## src/rtl/pin_lock_ctrl.sv

```systemverilog
// ============================================================================
// Module   : pin_lock_ctrl
// Brief    : 4-digit PIN entry sequencer with unlock dwell, fail pulse and
//            optional lockout after repeated failures (macro LOCKOUT_EN).
// Revision : 1.0 - initial release
// ============================================================================
`default_nettype none

module pin_lock_ctrl #(
  parameter int UNLOCK_CYCLES  = 8,
  parameter int LOCKOUT_CYCLES = 16,
  parameter int MAX_FAILS      = 3
) (
  input  logic       clk,
  input  logic       rst,
  input  logic       enter,
  input  logic       correct_digit,
  input  logic       clear,
  output logic [1:0] digit_idx,
  output logic       unlocked,
  output logic       fail,
  output logic       locked_out,
  output logic [1:0] attempts
);

`ifdef LOCKOUT_EN
  localparam bit LOCKOUT_ON = 1'b1;
`else
  localparam bit LOCKOUT_ON = 1'b0;
`endif

  // The dwell counter counts down from N-1, so it only needs to hold N-1.
  localparam int CNT_MAX = (UNLOCK_CYCLES > LOCKOUT_CYCLES) ? UNLOCK_CYCLES : LOCKOUT_CYCLES;
  localparam int CNT_W   = (CNT_MAX > 1) ? $clog2(CNT_MAX) : 1;

  localparam logic [CNT_W-1:0] UNLOCK_LOAD  = CNT_W'(UNLOCK_CYCLES - 1);
  localparam logic [CNT_W-1:0] LOCKOUT_LOAD = CNT_W'(LOCKOUT_CYCLES - 1);
  localparam logic [1:0]       FAIL_LIMIT   = 2'(MAX_FAILS);

  typedef enum logic [1:0] {
    ST_ENTRY   = 2'd0,
    ST_UNLOCK  = 2'd1,
    ST_FAIL    = 2'd2,
    ST_LOCKOUT = 2'd3
  } state_e;

  state_e           state_q, state_d;
  logic [1:0]       idx_q, idx_d;
  logic             mismatch_q, mismatch_d;
  logic [1:0]       attempts_q, attempts_d;
  logic [CNT_W-1:0] cnt_q, cnt_d;
  logic             unlocked_q, unlocked_d;
  logic             fail_q, fail_d;
  logic             locked_out_q, locked_out_d;
  logic [1:0]       attempts_inc;

  assign attempts_inc = (attempts_q == 2'd3) ? 2'd3 : attempts_q + 2'd1;

  always_comb begin
    state_d      = state_q;
    idx_d        = idx_q;
    mismatch_d   = mismatch_q;
    attempts_d   = attempts_q;
    cnt_d        = cnt_q;
    unlocked_d   = 1'b0;
    fail_d       = 1'b0;
    locked_out_d = 1'b0;

    case (state_q)
      ST_ENTRY: begin
        if (clear) begin
          idx_d      = 2'd0;
          mismatch_d = 1'b0;
        end else if (enter) begin
          if (idx_q == 2'd3) begin
            idx_d      = 2'd0;
            mismatch_d = 1'b0;
            // Verdict includes the digit arriving with this final enter.
            if (mismatch_q || !correct_digit) begin
              state_d    = ST_FAIL;
              fail_d     = 1'b1;
              attempts_d = attempts_inc;
            end else begin
              state_d    = ST_UNLOCK;
              unlocked_d = 1'b1;
              attempts_d = 2'd0;
              cnt_d      = UNLOCK_LOAD;
            end
          end else begin
            idx_d      = idx_q + 2'd1;
            mismatch_d = mismatch_q | ~correct_digit;
          end
        end
      end

      ST_UNLOCK: begin
        idx_d = 2'd0;
        if (cnt_q == '0) begin
          state_d = ST_ENTRY;
        end else begin
          cnt_d      = cnt_q - 1'b1;
          unlocked_d = 1'b1;
        end
      end

      ST_FAIL: begin
        idx_d = 2'd0;
        if (LOCKOUT_ON && (attempts_q >= FAIL_LIMIT)) begin
          state_d      = ST_LOCKOUT;
          locked_out_d = 1'b1;
          cnt_d        = LOCKOUT_LOAD;
        end else begin
          state_d = ST_ENTRY;
        end
      end

      ST_LOCKOUT: begin
        idx_d = 2'd0;
        if (cnt_q == '0) begin
          state_d    = ST_ENTRY;
          attempts_d = 2'd0;
        end else begin
          cnt_d        = cnt_q - 1'b1;
          locked_out_d = LOCKOUT_ON;
        end
      end

      default: begin
        state_d = ST_ENTRY;
        idx_d   = 2'd0;
      end
    endcase
  end

  always_ff @(posedge clk) begin
    if (rst) begin
      state_q      <= ST_ENTRY;
      idx_q        <= 2'd0;
      mismatch_q   <= 1'b0;
      attempts_q   <= 2'd0;
      cnt_q        <= '0;
      unlocked_q   <= 1'b0;
      fail_q       <= 1'b0;
      locked_out_q <= 1'b0;
    end else begin
      state_q      <= state_d;
      idx_q        <= idx_d;
      mismatch_q   <= mismatch_d;
      attempts_q   <= attempts_d;
      cnt_q        <= cnt_d;
      unlocked_q   <= unlocked_d;
      fail_q       <= fail_d;
      locked_out_q <= locked_out_d;
    end
  end

  assign digit_idx  = idx_q;
  assign unlocked   = unlocked_q;
  assign fail       = fail_q;
  assign locked_out = locked_out_q;
  assign attempts   = attempts_q;

endmodule

`default_nettype wire
```

## config.mk

```make
export PLATFORM = sky130hd
export DESIGN_NAME = pin_lock_ctrl
export DESIGN_NICKNAME = d
export VERILOG_FILES = /design/src/rtl/pin_lock_ctrl.sv
export SDC_FILE = /design/constraint.sdc
export NUM_CORES = 1
export LEC_CHECK = 0
export ABC_AREA = 1
export CORE_UTILIZATION = 36
export CTS_BUF_LIST = sky130_fd_sc_hd__clkbuf_16
export DETAILED_ROUTE_END_ITERATION = 6
export PLACE_DENSITY = 0.56
export SETUP_SLACK_MARGIN = 0.3
export SLEW_MARGIN = 10
export SYNTH_ARGS = -nofsm -noshare
export SYNTH_HDL_FRONTEND = slang
export SYNTH_SLANG_ARGS = --single-unit
```

## constraint.sdc

```tcl
create_clock -name clk -period 1.6 [get_ports clk]
set_clock_uncertainty 0.1 [all_clocks]
set_input_delay 0.4 -clock clk [delete_from_list [all_inputs] [get_ports clk]]
set_output_delay 0.4 -clock clk [all_outputs]
set_load 0.005 [all_outputs]
```

==> impl_results.md, run 1 <==
* First-pass GRT wire length at 2.59 mm
* Xor and xnor fraction of the mapped netlist area at 0
* GR Util met1 at 0.199
* Mapped Nets at 114
* I/O Pins at 12
* Synthesized flop and latch total at 13
* Seq pwr share at 0.387
* Final Hold Violating Endpoints at 0
* Fmax at 0.773 GHz
* Clk pwr share at 0.534
* Max_cap viols at 0
* Vias per cell at 4.73
* Core area at 1960 um2
* Worst endpoint data arrival time at 0.79 ns
* Setup tns final at 0 ns
* CTS root buffer: clkbuf_16
* Post-DP HPWL at 1.11 mm
* Initial antenna violation count at 0
* Gr usage total at 0.165
* Antenna Cells at 0
* P_leak at 0.000477 uW
* Worst endpoint required time at 1.10 ns
* RSZ-0062 raised after global routing: yes
* Largest net degree at the start of global routing at 11
* CTS sink cnt at 13
* Die ar. at 2260 um2
* Power, Total at 863 uW
* Crit start category: register
* Area delta synth->final at 51.8%
* Port Buffers at 10
* Post-layout minimum cycle time at 1.29 ns
* Via count at 743
* Post-Route WL at 1.62 mm
* Crit share post-route at 0.809
* Largest family of logic cells by synthesized area: simple AND/OR/NAND/NOR gates
* Vert. Die Dim at 47.6 um
* Clock Latency Late Sink at 0.24 ns
* CP Class: reg -> out
* Post-Synth Simple-Gate Area at 0.410
* Vias in the first global route at 644
* CTS Buf Count at 3
* Synth Area in Compound Gates at 0.104
* Total internal power at 689 uW
* Final nets at 138
* Met2 Use GR at 0.277
* Layout Utilization at 0.579
* DR pass1 iterations at 4
* Peak VDD IR at 0.895 mV
* Syn Inst Count at 107
* GRT overflow at 0
* Hold Path Class: reg -> reg
* Net Sw Frac at 0.201
* Power Dens Cells at 759 nW/um2
* Synth unique cells at 22
* Mapped Avg Cell Area at 6.99 um2
* Post-Syn Area at 748 um2
* GPL Wtd Cong at 0.799
* # rows at 16
* Clock transition at path regs at 0.04 ns
* Worst path max stage delay at 0.35 ns
* GRT busiest layer: met2
* Critical path capture point type: output pin
* Sequential fraction of the synthesis area at 0.348
* Adder-Cell Fraction of Synth Area at 0.0334
* Worst path bufs/invs at 1
* Die Wd at 47.6 um
* CTS Buffer Depth at 2
* DRT antenna net count at 0
* CTS tree: built
* CP delay by family, top: flip-flops
* Ys Warns at 0
* # DRC at 0
* Mux cell area share after synthesis at 0
* 1st-iter DRT viols at 6
* Wire length per cell at 10.3 um
* Endpoints failing setup at 0
* Slowest CP cell: dfxtp_2
* Initial Util at 0.381
* P_sw at 174 uW
* H-tree levels at 1
* Fraction of layout cells with a size suffix above 1 at 0.400
* Status: complete, no violations
* CP max FO at 3
* Comb pwr share at 0.080
* CP Cell Sequence: clkdlybuf4s15_1
* Slew Limit Fails at 0
* GR Util met3 at 0.0679
[worst min-delay path: cells and delay by family (launching register included)]
family,cells,cell delay (ns)
AO/OA/AOI/OAI,1,0.06
buffers and inverters,1,0.06
flip-flops,1,0.30
[path summary, 6_finish.rpt]
kind,endpoint,start,slack [ns],cells after the start
setup / recovery,digit_idx[1],digit_idx[1],0.31,1
hold / removal,attempts[1],attempts[1],0.37,2
setup reg to reg,cnt_q[2],state_q[0],0.35,7
hold reg to reg,attempts[1],attempts[1],0.37,2
[per-layer routing]
metal  up-vias  share of wire
met1       339           0.45
met5         -              0
met2        10           0.50
met3         4          0.043
met4         0          0.013
li1        390              -
[registers in the layout (all words and copies together), names as in the netlist]
name	count
digit_idx	2
state_q	2
attempts	2
unlocked	1
mismatch_q	1
fail	1
cnt_q	4
[repair_timing]
item / CTS / global route
hold endpoints to repair: 0 / 0
gates resized for setup: 28 / 21
pin swaps: 6 / 6
hold buffers: 0 / 0
buffers inserted: 2 / 2
setup endpoints to repair: 19 / 10
[cells by family after synthesis]
logic type,count (synthesis)
flip-flops,13
buffers and inverters,18
adder cells (fa/ha/maj),2
AO/OA/AOI/OAI,14
AND/OR/NAND/NOR,59
other,1
[stage by stage]
stage,std cells,hold slack (ns),worst slack (ns),cell area [um2]
6_report,157,0.369,0.306,1140
5_1_grt,157,0.389,0.277,1140
4_1_cts,155,0.374,0.274,1050
3_5_place_dp,149,0.368,-0.124,920
3_3_place_gp,149,0.356,-0.114,920
2_1_floorplan,107,0.346,0.316,748
[area by class of cell]
cell class	count	area [um2]
multi-input cells	76	517
clock buffers	3	75.1
well taps	27	33.8
repair buffers	21	173
fillers	198	826
clock inverters	1	3.75
flip-flops and latches	13	269
inverters	16	65.1
[cell usage after synthesis, drive strengths merged]
cell / n / area (um2)
buf: 2 / 15.0
clkinv: 2 / 7.51
nand2: 29 / 136
inv: 14 / 52.6
nor3: 3 / 20.0
a21oi: 8 / 40.0
dfxtp: 13 / 260
nor2: 14 / 78.8
ha: 2 / 25.0
conb: 1 / 3.75
nand3b: 1 / 7.51
o21ai: 6 / 37.5
nand4: 3 / 18.8
nand3: 9 / 45.0
[placed cells by master, fill, tap and decap left out, types with 2 or more instances in the layout]
cell,instances
nand2_2,7
nand4_1,3
nand2_1,17
inv_2,4
dlygate4sd2_1,3
dfxtp_1,8
nand3_1,9
clkdlybuf4s15_1,4
nand2_4,2
nand2_8,3
nor2_2,5
inv_1,10
o21ai_0,2
a21oi_1,8
clkbuf_16,3
o21ai_4,2
buf_4,10
clkinv_2,2
dfxtp_2,4
ha_4,2
nor2_1,7
nor3_1,2
clkbuf_2,2
o21ai_1,2
[power groups by stage]
stage	Combinational (uW)	Clock, uW	Sequential, uW
2_1_floorplan	31.7	0	338
3_3_place_gp	65.8	0	338
3_5_place_dp	66.0	0	338
4_1_cts	67.1	470	333
5_1_grt	76.7	494	334
6_report	68.9	460	333
Power figures use the tool's default switching activity.
==> run 2, diff against run 1 <==
==> constraint.sdc (replaced) <==
create_clock -name clk -period 1.25 [get_ports clk]
set_clock_uncertainty 0.1 [all_clocks]
set_input_delay 0.3125 -clock clk [delete_from_list [all_inputs] [get_ports clk]]
set_output_delay 0.3125 -clock clk [all_outputs]
set_load 0.005 [all_outputs]
==> impl_results.md, run 2 (synthesis results as in run 1) <==
* Status: finished with violations
* Failing checks: setup timing
* RSZ-0062 raised after global routing: yes
* Crit start category: register
* Vias per cell at 4.79 (+1.3%)
* Post-layout minimum cycle time at 1.32 ns
* H-tree levels at 1 (unchanged)
* Worst endpoint required time at 1.27 ns (+0.17 ns)
* Final setup slack of the worst path at -0.0660 ns (-0.371 ns)
* Clock Latency Late Sink at 0.25 ns (about the same)
* Slowest CP cell: dfxtp_2
* Crit share post-route at 1.05
* Commonest cells after routing, fill and taps aside: 24 x buf_4, 13 x nand2_1, 11 x nand2_2
* # rows at 16 (unchanged)
* First-pass GRT wire length at 2.93 mm (+13%)
* Peak VDD IR at 0.712 mV (-20%)
* Max_cap viols at 0 (unchanged)
* Slew Limit Fails at 0 (unchanged)
* Initial Util at 0.381 (unchanged)
* Initial antenna violation count at 0 (unchanged)
* Antenna Cells at 0 (unchanged)
* Multi-input gate area at 579 um2 (+12%)
* CTS root buffer: clkbuf_16
* Worst endpoint data arrival time at 1.34 ns (+0.55 ns)
* Clock transition at path regs at 0.05 ns (about the same)
* Area delta synth->final at 85.3%
* Final nets at 155 (+12%)
* Biggest register: cnt_q
* Core area at 1960 um2 (unchanged)
* Filler cells at 172 (-13%)
* Vias in the first global route at 692 (+7.5%)
* CP Class: reg -> reg
* DR pass1 iterations at 4 (unchanged)
* Layout Utilization at 0.707 (+0.128)
* Worst Hold Slack at 0.384 ns (+0.0156 ns)
* Vert. Die Dim at 47.6 um (unchanged)
* CTS sink cnt at 13 (unchanged)
* Worst path max stage delay at 0.33 ns (-0.02 ns)
* Fraction of layout cells with a size suffix above 1 at 0.592 (+0.192)
* Die ar. at 2260 um2 (unchanged)
* Register area at 272 um2 (+0.93%)
* Final Hold Violating Endpoints at 0 (unchanged)
* I/O Pins at 12 (unchanged)
* Power, Total at 1150 uW (+34%)
* Gr usage total at 0.191 (+0.0258)
* Endpoints failing setup at 4 (+4)
* CP max FO at 4 (+1)
* GPL Wtd Cong at 0.805 (+0.75%)
* Largest net degree at the start of global routing at 11 (unchanged)
* Max reg flops at 4 (unchanged)
* Wire length per cell at 12.4 um (+20%)
* Critical path capture point type: register
* CP Cell Sequence: buf_12 > nor2_8 > buf_12 > o21ai_1 > o21ai_1 > a21oi_1
* CTS Buffer Depth at 2 (unchanged)
* DRT antenna net count at 0 (unchanged)
* Port Buffers at 10 (unchanged)
* Post-DP HPWL at 1.21 mm (+9.2%)
* Placed cell area at 1020 um2 (+11%)
* Hold Path Class: reg -> reg
* Post-Route WL at 2.16 mm (+33%)
* Commonest non-fill, non-tap cell in the layout: buf_4
* P_leak at 0.000620 uW (+30%)
* Fmax at 0.760 GHz
* Final Cell Area at 1390 um2 (+22%)
* GRT overflow at 0 (unchanged)
* Die Wd at 47.6 um (unchanged)
* CTS tree: built
* # DRC at 0 (unchanged)
* Power Dens Cells at 833 nW/um2 (+9.7%)
* CTS Buf Count at 3 (unchanged)
* 1st-iter DRT viols at 15 (+9)
* Via count at 834 (+12%)
-- run 2: critical path: cells and delay by family (launching register included) --
family / cells / cell delay, ns
AO/OA/AOI/OAI: 3 / 0.37
buffers and inverters: 2 / 0.26
AND/OR/NAND/NOR: 1 / 0.14
flip-flops: 1 / 0.33
-- run 2: area by class of cell --
type                    count  share of cell area
well taps                  27              0.0244
flip-flops and latches     13               0.196
multi-input cells          76               0.418
clock inverters             1             0.00271
repair buffers             38               0.249
clock buffers               3              0.0542
inverters                  16              0.0560
-- run 2: worst paths after layout --
check / slack, ns / depth (start not counted) / endpoint / startpoint
worst max-delay path: -0.07 / 6 / mismatch_q / state_q[0]
worst min-delay path: 0.38 / 2 / attempts[1] / attempts[1]
worst max register to register: -0.07 / 6 / mismatch_q / state_q[0]
worst min register to register: 0.38 / 2 / attempts[1] / attempts[1]
-- run 2: metal layers --
layer / share of wire / vias to the layer above / GRT usage / wire length [um]
met5: 0 / - / 0 / 0
met4: 0.021 / 0 / 0.0667 / 46
met3: 0.049 / 7 / 0.0566 / 105
met2: 0.52 / 26 / 0.315 / 1130
met1: 0.41 / 380 / 0.236 / 882
li1: - / 421 / - / -
-- run 2: through the flow --
step,cells,setup WS (ns),setup TNS [ns]
floorplan,107,0.0910,0
global placement,152,-0.389,-3.96
detailed placement,152,-0.424,-4.12
CTS,167,0.0208,0
global route,174,-0.0928,-0.403
finish,174,-0.0660,-0.0904
-- run 2: where the power goes --
group | internal [uW] | switching [uW]
sequential | 422 | 5.00
clock | 424 | 194
combinational | 50.2 | 60.9
-- run 2: what timing repair did --
item                                    CTS  global route
hold buffers                              0             0
endpoints found under the setup margin   19            19
resized for setup                        32            32
pin swaps                                19            16
buffers inserted                         11             7
==> run 3, diff against run 2 <==
--- a/config.mk
+++ b/config.mk
@@ -6,6 +6,7 @@
 export NUM_CORES = 1
 export LEC_CHECK = 0
 export ABC_AREA = 1
+export CAP_MARGIN = 25
 export CORE_UTILIZATION = 36
 export CTS_BUF_LIST = sky130_fd_sc_hd__clkbuf_16
 export DETAILED_ROUTE_END_ITERATION = 6
==> results of run 3 <==
Same layout as run 2: the final DEF is identical, and so are final timing and power.
